===== src/rtl/cadence_meas.sv =====
// Pedal cadence period measurement: STOPPED/FIRST/RUN with timeout and fast-edge reject.
// Define CADENCE_AVG_EN to make cadence_per an IIR average of accepted periods.
module cadence_meas #(
  parameter int FAST_SIM = 0,
  parameter int MIN_PER  = 4
) (
  input  logic       clk,
  input  logic       rst,
  input  logic       cadence_rise,
  output logic [7:0] cadence_per,
  output logic       per_vld,
  output logic       not_pedaling,
  output logic       timeout
);

  typedef enum logic [1:0] {
    ST_STOP,
    ST_FIRST,
    ST_RUN
  } state_e;

  localparam logic [7:0] MinP = 8'(MIN_PER);

  state_e      state_q, state_d;
  logic [15:0] pre_q, pre_d;
  logic [7:0]  cnt_q, cnt_d;
  logic [7:0]  per_q, per_d;
  logic        vld_q, vld_d;
  logic        np_q, np_d;
  logic        to_q, to_d;

  logic       tick;
  logic       sat;
  logic       accept;
  logic [7:0] samp;
  logic [7:0] run_per;

  assign tick = (FAST_SIM != 0) ? (pre_q[7:0] == 8'hFF)
                                : (pre_q == 16'hFFFF);
  assign samp = (tick && cnt_q != 8'hFF) ? cnt_q + 8'd1 : cnt_q;
  assign sat  = tick && (cnt_q == 8'hFF);

  assign accept = cadence_rise &&
                  (state_q == ST_STOP || samp >= MinP);

`ifdef CADENCE_AVG_EN
  logic [9:0] avg_sum;
  assign avg_sum = 10'd3 * {2'b00, per_q} + {2'b00, samp} + 10'd2;
  assign run_per = avg_sum[9:2];
`else
  assign run_per = samp;
`endif

  always_comb begin
    state_d = state_q;
    pre_d   = tick ? 16'd0 : pre_q + 16'd1;
    cnt_d   = samp;
    per_d   = per_q;
    vld_d   = 1'b0;
    to_d    = 1'b0;
    if (accept) begin
      pre_d = 16'd0;
      cnt_d = 8'd0;
      unique case (state_q)
        ST_FIRST: begin
          per_d   = samp;
          vld_d   = 1'b1;
          state_d = ST_RUN;
        end
        ST_RUN: begin
          per_d = run_per;
          vld_d = 1'b1;
        end
        default: state_d = ST_FIRST;
      endcase
    end else if (sat && state_q != ST_STOP) begin
      // No rise for 256 ticks: rider has stopped
      state_d = ST_STOP;
      per_d   = 8'hFF;
      cnt_d   = 8'd0;
      to_d    = 1'b1;
    end
    np_d = (state_d != ST_RUN);
  end

  always_ff @(posedge clk) begin
    if (rst) begin
      state_q <= ST_STOP;
      pre_q   <= 16'd0;
      cnt_q   <= 8'd0;
      per_q   <= 8'hFF;
      vld_q   <= 1'b0;
      np_q    <= 1'b1;
      to_q    <= 1'b0;
    end else begin
      state_q <= state_d;
      pre_q   <= pre_d;
      cnt_q   <= cnt_d;
      per_q   <= per_d;
      vld_q   <= vld_d;
      np_q    <= np_d;
      to_q    <= to_d;
    end
  end

  assign cadence_per  = per_q;
  assign per_vld      = vld_q;
  assign not_pedaling = np_q;
  assign timeout      = to_q;

endmodule


===== config.mk =====
export PLATFORM = sky130hd
export DESIGN_NAME = cadence_meas
export DESIGN_NICKNAME = d
export VERILOG_FILES = /design/src/rtl/cadence_meas.sv
export SDC_FILE = /design/constraint.sdc
export NUM_CORES = 1
export LEC_CHECK = 0
export ABC_AREA = 1
export CAP_MARGIN = 10
export CORE_ASPECT_RATIO = 1.5
export CORE_MARGIN = 10
export CORE_UTILIZATION = 57
export DETAILED_ROUTE_END_ITERATION = 16
export HOLD_SLACK_MARGIN = 0.02
export PLACE_DENSITY = 0.85
export SLEW_MARGIN = 0
export SYNTH_ARGS = -nofsm -noshare
export SYNTH_HDL_FRONTEND = slang
export SYNTH_SLANG_ARGS = --single-unit
export TNS_END_PERCENT = 10

===== constraint.sdc =====
create_clock -name clk -period 2.5 [get_ports clk]
set_clock_uncertainty 0.2 [all_clocks]
set_input_delay 0.5 -clock clk [delete_from_list [all_inputs] [get_ports clk]]
set_output_delay 0.5 -clock clk [all_outputs]
set_load 0.03 [all_outputs]

==> metrics.txt <==
status=finished clean; Power Density=646 nW/um^2; Worst path top cell family by delay=simple AND/OR/NAND/NOR gates; CTS tree=yes; Initial DRC Count=45; Pre-Repair DR Iteration Count=4; Root Driver=clkbuf_8; syn avg cell area=between 7 and 8 sq um; CP bufs+invs=2; number of antenna violations at the first check in global routing=0; CP max stage delay=approximately 380 ps; io pins=14; die width=about 67 um; Hold Fails Final Rpt=0; GRT Total Usage=~13%; post-route ant nets=0; PortBufs=13; Pleak=0.908 nW; number of synthesized flops with an enable pin=0; Data required, critical path=roughly 2500 ps; CTS sink count=37; worst hold start=pre_q[0]; cell area after synthesis=1870 sq um; Core Util, Final=roughly 70%; # setup viols final=0; Max Fclk=between 400 and 500 MHz; H-tree depth=2; number of global-route vias before repair=1595; final slew viol count=0; Nets=270; Setup crit start=cnt_q[0]; Worst Path Max Fanout=16; wire per inst=11.6 um; synthesis-to-layout area growth=17.2%; worst vdd ir=0.547 mV; total of max-cap violations=0; period utilization=between 90% and 100%; proportion of layout cells with a drive suffix above 1=~16%; DRC=0; dpl hpwl=between 2000 and 3000 um; post-route cell area=between 2000 and 2500 sq um; die height=~90 um; post-synthesis sequential area ratio=about two fifths; Final Wtd Congestion=between 0.8 and 0.9; cts hold-fix bufs=0; Placed Area=roughly 2100 sq um; crit path time final=2290 ps; Slew @ Worst Pin=around 400 ps; Die ar.=between 6000 and 7000 sq um; max_slew headroom=approximately three quarters; Detailed Route WL=between 3000 and 4000 um; Setup crit end kind=register; hold crit path type=reg -> reg; initial core utilization=between 50 and 60%; clk_lat worst skew=between 200 and 300 ps; Setup TNS=0 ps; CTS Buffer Depth=2; crit path kind=reg -> reg; CORE AREA=~3200 sq um; crit path cell chain=ha_2 -> nand2_1 -> nor2_2 -> nand2_4 -> nand3_4 -> nand2_1 -> nand2_1 -> nor2_2 -> nand3_2 -> nand2_4 -> inv_2 -> nor2_8 -> nand2_4 -> buf_12 -> nor2_1; Via density=slightly below 5; RSZ-0062 raised after global routing=no; Synthesized Nets=250; Async SR Flop Fraction=0%; largest net degree at the start of global routing=17; Startpoint Class=register; CTS Buf Count=5; gr ovfl total=0; Antenna diodes=0; R2R Setup Slk=approximately 210 ps; clk slew on worst S/H paths=around 70 ps; post-synthesis cell count=roughly 240; Reg2Reg Launch Point=cnt_q[0]; Post-CTS Setup Inserts=0; first-pass GRT wire length=6560 um; Main synth FF type=dfxtp_1; synth warn=0; crit path max-delay cell type=dfxtp_1; num rows=25; Yosys cell types=26; arrival time worst endpoint=2260 ps; Yosys reg bits=37; Via Count=approximately 1500
[cell families (layout without fill, tap and decap cells)]
group | count (synthesis) | after routing | share of synthesized area, %
simple gates | 145 | 145 | 40.1
xor+xnor | 18 | 18 | 8.44
buf+inv | 36 | 57 | 8.24
compound gates | 4 | 4 | 1.07
fa+ha+maj | 3 | 3 | 2.01
mux | 1 | 1 | 0.536
flops | 37 | 37 | 39.7
[power breakdown]
part           internal (W)  switching, W  total, W
sequential         0.000620     0.0000163  0.000636
combinational     0.0000952      0.000157  0.000252
clock              0.000325      0.000201  0.000526
total               0.00104      0.000374   0.00141
[final cells by class]
cell class	count	area, sq um
tap	40	50.0
inverter	34	129
multi-input combinational	171	996
sequential	37	741
timing repair buffer	15	158
clock inverter	1	30.0
fill	259	970
clock buffer	7	86.3
[worst paths after layout]
check	endpoint	depth (start not counted)
max	pre_q[0]	15
min	pre_q[0]	1
max reg2reg	pre_q[0]	15
min reg2reg	pre_q[0]	1
[worst register-to-register path, stage by stage, from the launching register on]
cell and delay, ps:
dfxtp_1 380, ha_2 220, nand2_1 70, nor2_2 170
nand2_4 120, nand3_4 150, nand2_1 60, nand2_1 130
nor2_2 50, nand3_2 90, nand2_4 70, inv_2 110
nor2_8 50, nand2_4 70, buf_12 180, nor2_1 60
[registers in the layout, summed over array words and instances, names as in the netlist]
register / flops
pre_q: 16
cadence_per: 8
cnt_q: 8
state_q: 2
not_pedaling: 1
per_vld: 1
timeout: 1
[timing repair]
item	4_1_cts	5_1_grt
endpoints found under the setup margin	0	18
resized for setup	0	6
endpoints found under the hold margin	0	0
[layout by cell type, fill, tap and decap left out, drive strengths merged]
cell type       n
nand2          65
nor2           47
dfxtp          37
inv            33
nand3          28
clkdlybuf4s50  13
xor2           10
xnor2           8
clkbuf          7
o21ai           3
ha              3
nand3b          2
nor3            2
buf             2
clkinv          1
a21oi           1
mux2i           1
nand4           1
bufinv          1
[Yosys cell counts, types with 2 or more instances]
cell | n | share of area (%)
inv_1 | 29 | 5.8
xnor2_1 | 8 | 3.8
nand3b_1 | 2 | 0.80
nand2_2 | 4 | 1.3
nand2_4 | 2 | 1.2
o21ai_1 | 2 | 0.54
nor2_2 | 4 | 1.3
ha_1 | 3 | 2.0
dfxtp_1 | 37 | 40
nand3_1 | 25 | 6.7
nor3_1 | 2 | 0.54
inv_2 | 4 | 0.80
nor2_1 | 31 | 6.2
nand2_1 | 59 | 12
nor2_4 | 11 | 6.6
xor2_1 | 10 | 4.7
nand3_2 | 2 | 1.1
[routing by layer]
layer | share of wire (%) | routed length [um] | vias up | track usage, %
li1 | - | - | 781 | -
met1 | 41 | 1450 | 698 | 13.0
met2 | 54 | 1920 | 22 | 24.0
met3 | 2.9 | 102 | 6 | 4.35
met4 | 1.6 | 57 | 0 | 6.49
met5 | 0 | 0 | - | 0
[stage by stage]
step / setup slack [ps] / power [W] / hold WS (ps) / cells
final: 212 / 0.00141 / 256 / 305
after detailed placement: 176 / 0.000901 / 236 / 297
after global routing: 14.2 / 0.00149 / 276 / 305
after CTS: 149 / 0.00143 / 259 / 305
after floorplan: 405 / 0.000822 / 218 / 244
after global placement: 174 / 0.000898 / 231 / 297
No activity file was read; power rests on OpenSTA's default activity.
